$ cat src/rtl/jt7759_romsrv.sv
// jt7759_romsrv: two-line (current + prefetched) byte cache serving the JT7759 ROM port from a 16-bit variable-latency memory.
module jt7759_romsrv #(
  parameter bit PREFETCH = 1'b1
) (
  input  logic        clk,
  input  logic        rst,
  input  logic        flush,
  input  logic        rom_cs,
  input  logic [16:0] rom_addr,
  output logic [7:0]  rom_data,
  output logic        rom_ok,
  output logic        mem_req,
  output logic [15:0] mem_addr,
  input  logic [15:0] mem_data,
  input  logic        mem_ok
);
  typedef enum logic [2:0] {IDLE, FILL0, FILL1, SWAP, PREF0, PREF1} st_t;
  st_t         r_st;
  logic [14:0] r_ctag, r_ntag, r_ltag;
  logic        r_cval, r_nval, r_req, r_drop, r_abort;
  logic [31:0] r_cdat, r_ndat;
  logic [15:0] r_addr;
  logic [14:0] w_tag, w_ptag;
  logic        w_chit, w_nhit, w_ack, w_pref, w_jmp, w_stop;
  assign w_tag    = rom_addr[16:2];
  assign w_ptag   = r_ctag + 15'd1;
  assign w_chit   = r_cval && r_ctag == w_tag;
  assign w_nhit   = r_nval && r_ntag == w_tag;
  assign w_ack    = mem_ok && r_req;
  assign w_pref   = r_st == PREF0 || r_st == PREF1;
  assign w_jmp    = rom_cs && !w_chit && w_tag != r_ltag;
  // a demand outside the prefetch line abandons the prefetch once its word lands
  assign w_stop   = flush || r_drop || (w_pref && (r_abort || w_jmp));
  assign rom_ok   = rom_cs && w_chit;
  assign rom_data = r_cdat[{rom_addr[1:0], 3'b000} +: 8];
  assign mem_req  = r_req;
  assign mem_addr = r_addr;
  always_ff @(posedge clk or posedge rst) begin
    if (rst) begin
      r_st    <= IDLE;
      r_ctag  <= '0;
      r_ntag  <= '0;
      r_ltag  <= '0;
      r_cval  <= 1'b0;
      r_nval  <= 1'b0;
      r_req   <= 1'b0;
      r_drop  <= 1'b0;
      r_abort <= 1'b0;
      r_cdat  <= '0;
      r_ndat  <= '0;
      r_addr  <= '0;
    end else begin
      r_drop  <= (r_st == IDLE || r_st == SWAP) ? 1'b0 : r_drop | flush;
      r_abort <= w_pref ? r_abort | w_jmp : 1'b0;
      case (r_st)
        IDLE:
          if (rom_cs && !w_chit) begin
            if (w_nhit) begin
              r_ctag <= r_ntag;
              r_cdat <= r_ndat;
              r_cval <= 1'b1;
              r_nval <= 1'b0;
              r_st   <= SWAP;
            end else begin
              r_ltag <= w_tag;
              r_addr <= {w_tag, 1'b0};
              r_req  <= 1'b1;
              r_cval <= 1'b0;
              r_st   <= FILL0;
            end
          end else if (PREFETCH && rom_ok && !(r_nval && r_ntag == w_ptag)) begin
            r_ltag <= w_ptag;
            r_addr <= {w_ptag, 1'b0};
            r_req  <= 1'b1;
            r_nval <= 1'b0;
            r_st   <= PREF0;
          end
        FILL0, PREF0:
          if (w_ack) begin
            if (r_st == FILL0) r_cdat[15:0] <= mem_data;
            else r_ndat[15:0] <= mem_data;
            r_addr[0] <= 1'b1;
            r_req     <= !w_stop;
            r_st      <= w_stop ? IDLE : (r_st == FILL0 ? FILL1 : PREF1);
          end
        FILL1:
          if (w_ack) begin
            r_req <= 1'b0;
            r_st  <= IDLE;
            if (!w_stop) begin
              r_cdat[31:16] <= mem_data;
              r_ctag        <= r_ltag;
              r_cval        <= 1'b1;
            end
          end
        PREF1:
          if (w_ack) begin
            r_req <= 1'b0;
            r_st  <= IDLE;
            if (!w_stop && rom_cs && !w_chit) begin
              r_cdat <= {mem_data, r_ndat[15:0]};
              r_ctag <= r_ltag;
              r_cval <= 1'b1;
              r_st   <= SWAP;
            end else if (!w_stop) begin
              r_ndat[31:16] <= mem_data;
              r_ntag        <= r_ltag;
              r_nval        <= 1'b1;
            end
          end
        SWAP: r_st <= IDLE;
        default: r_st <= IDLE;
      endcase
      if (flush) begin
        r_cval <= 1'b0;
        r_nval <= 1'b0;
      end
    end
  end
endmodule

$ cat config.mk
export PLATFORM = sky130hd
export DESIGN_NAME = jt7759_romsrv
export DESIGN_NICKNAME = d
export VERILOG_FILES = /design/src/rtl/jt7759_romsrv.sv
export SDC_FILE = /design/constraint.sdc
export NUM_CORES = 1
export LEC_CHECK = 0
export ABC_AREA = 1
export BUFFER_PORTS_ARGS = -buffer_cell sky130_fd_sc_hd__clkbuf_2
export CORE_AREA = 2 2 136 138
export DETAILED_ROUTE_END_ITERATION = 6
export DIE_AREA = 0 0 138 140
export PLACE_DENSITY_LB_ADDON = 0.12
export SETUP_SLACK_MARGIN = 0.3
export SLEW_MARGIN = 5
export SYNTH_ARGS = -nofsm -noshare
export SYNTH_HDL_FRONTEND = slang
export SYNTH_SLANG_ARGS = --single-unit
$ cat constraint.sdc
create_clock -name clk -period 8.9 [get_ports clk]
set_clock_uncertainty 0.1 [all_clocks]
set_input_delay 1.78 -clock clk [delete_from_list [all_inputs] [get_ports clk]]
set_output_delay 1.78 -clock clk [all_outputs]
set_load 0.1 [all_outputs]
==> results.toml <==
[critical_path]
cp-start-kind = "input port"
rrSetupSlack_ps = 5620
setup.worst_path.class = "in -> out"
end_kind = "output pin"
reg2reg_depth = 13
r2r-start = "r_ctag[6]"
cp.required_ps = 7020
r2r-end = "r_cdat[13]"
cp_max_fo = 17
worstPathArrival_ps = 3250

[synthesis]
netlist_instances = 1023
synth_cell_types = 37
synth_top_area_cell = "dfrtp_1"
synth-compound-area-share_pct = 17.7
netlist_top_cells_count = "359 x nand2_1, 118 x dfrtp_1, 94 x o21ai_1, 88 x inv_1, 87 x o21ai_0"
ys_ff_latch = 118
synth_top_family_by_area = "simple AND/OR/NAND/NOR gates"
yosysMostFrequentCell = "nand2_1"
avgSynthCellArea_um2 = 6.88
yosysWarnings = 0
synth-simple-area-share_pct = 30.5
synth_xor_area_share_pct = 1.12
syn-cell-area_um2 = 7040
async_flop_share_pct = 100
ys_seq_area_share_pct = 41.9
synth-edff-count = 0
synthAdderAreaFrac_pct = 0.178
synth_fp_nets = 1062
synth_top_area_share_pct = 41.9
synth.area.top_cells = "dfrtp_1 42%, nand2_1 19%, o21ai_1 6.7%"
synthFlopType = "dfrtp_1"
synthMuxAreaShare_pct = 0

[outcome]
outcome = "finished, final reports clean"

[hold_path]
min_from = "r_cdat[12]"
hold_path_end = "r_cdat[12]"
min_path_type = "reg -> reg"
min_path_cells = 2

[cts]
ctsResizeCount = 0
cts-root-buf = "clkbuf_16"
clk_path_buf_depth = 2
cts_post_setup_buffers_inserted = 0
clkSinkCount = 118
cts_made_buffers = 17
clk_latency_ps = 430
path_clk_slew_ps = 50
cts_tree = "built"
holdBufCountCts = 0
htree_levels = 4

[sta]
rsz0062_at_grt = "false"
post-route-period-util_pct = 57.6
fmax_ghz = 0.195
hold_viol = 0
maxSlewViolCount = 0
setup_tns_ps = 0
min_period_ps = 5130
tightest_slew_ps = 911
setup_viol_count_final = 0
max_slew_margin_pct = 39.3

[cells_and_area]
drive_gt1_share_pct = 13.3
layout.cells.non_filler = 1314
multi_input_area_um2 = 3500
nets = 1112
final_area_um2 = 8140
nFillCells = 1890
antenna_cells = 0
area_growth_pct = 15.6
seqCellArea_um2 = 2950

[global_routing]
grt_remaining_overflow = 0
grt.total_usage_pct = 20.7
antenna_found_initial = 0
grt_util_met2_pct = 35.1
grtUsageMet3_pct = 4.44
grt_pass1_vias = 6132
grt_pass1_wl_mm = 31.5
grt.busiest_layer = "met2"
use_met1_pct = 25.9
grt_max_degree = 75

[floorplanning]
die_w_um = 138
start_util_pct = 39.6
die_y_um = 140
core.rowCount = 49
ios = 64
core_area_um2 = 17800
design.die.area_um2 = 19300

[routing]
drtIter0Drc = 326
vias_per_cell = 4.93
wl_per_cell_um = 14.6
firstDrtPassIters = 5
vias = 6481
drc = 0
drt-total-wl_mm = 19.2
ant_nets = 0

[pwr]
power.leakage_uw = 0.00391
fin_total_pwr_uw = 1390
max-vdd-ir-drop_v = 0.000142
power.density_cell_area_nw_per_um2 = 171

[placement]
gp_congestion = 0.946
portBuffers = 63
dp.final_hpwl_mm = 13.7
place_inst = 1283
place_area_um2 = 7490

[job]
drv_cap = 0
-- registers in the layout, summed over array words and instances (netlist names) --
| name | count |
|---|---|
| mem_addr | 16 |
| r_drop | 1 |
| r_abort | 1 |
| r_ctag | 15 |
| mem_req | 1 |
| r_ntag | 15 |
| r_cval | 1 |
| r_st | 3 |
| r_nval | 1 |
| r_cdat | 32 |
| r_ndat | 32 |
-- stage by stage --
stage               utilization [%]  hold slack (ps)  setup WS, ps
finish                         45.8              378          3770
global route                   45.8              394          3660
CTS                            45.8              383          3770
detailed placement             42.1              369          3770
global placement               42.1              358          3800
floorplan                         -              342          3280
-- kinds of logic (layout without fill, tap and decap cells) --
| group | count (synthesis) | after routing |
|---|---|---|
| flip-flops | 118 | 118 |
| AO/OA/AOI/OAI | 228 | 228 |
| AND/OR/NAND/NOR | 526 | 526 |
| buffers and inverters | 141 | 203 |
| XOR/XNOR | 9 | 9 |
| adder cells (fa/ha/maj) | 1 | 1 |
-- cells in the final DEF (no fill, tap or decap), drive strengths merged, types with 3 or more instances in the layout --
cell	instances
clkbuf	80
clkinv	3
nor3	6
xor2	3
nand3	39
nand4	16
xnor2	6
dfrtp	118
nand3b	3
inv	106
nor2	92
a21oi	9
buf	7
o21a	16
nand2	366
bufinv	5
o22ai	9
o21ai	189
-- power breakdown --
part	internal (uW)	leakage (uW)	switching [uW]	total, uW
clock	498	0.000311	269	767
combinational	21.3	0.00204	65.8	87.2
sequential	537	0.00156	0.322	538
-- cell type report --
cell class / instances / area share, %
Inverter: 102 / 4.74
Clock inverter: 14 / 2.74
Timing Repair Buffer: 70 / 4.52
Tap cell: 229 / 3.52
Multi-Input combinational cell: 764 / 43.0
Sequential cell: 118 / 36.3
Clock buffer: 17 / 5.23
-- worst max-delay path, cell delays in order --
cell and delay (ps):
clkbuf_2 200, inv_1 370, o21ai_0 130, o22ai_1 240, clkbuf_2 520
-- worst max path at each step --
| stage | startpoint | end | slack [ps] | cells after the start |
|---|---|---|---|---|
| 2_1_floorplan | rom_addr[0] | rom_data[1] | 3280 | 4 |
| 3_3_place_gp | rom_addr[15] | rom_ok | 3800 | 10 |
| 3_5_place_dp | rom_addr[15] | rom_ok | 3770 | 10 |
| 4_1_cts | rom_addr[15] | rom_ok | 3770 | 10 |
| 5_1_grt | rom_addr[0] | rom_data[4] | 3660 | 5 |
| 6_report | rom_addr[0] | rom_data[4] | 3770 | 5 |
-- per-layer routing --
| metal | part of all wire, % | routed length (um) |
|---|---|---|
| met5 | 0 | 0 |
| met4 | 2.7 | 519 |
| met3 | 3.3 | 636 |
| met2 | 48 | 9220 |
| met1 | 46 | 8870 |
(Power assumes the default switching activity.)
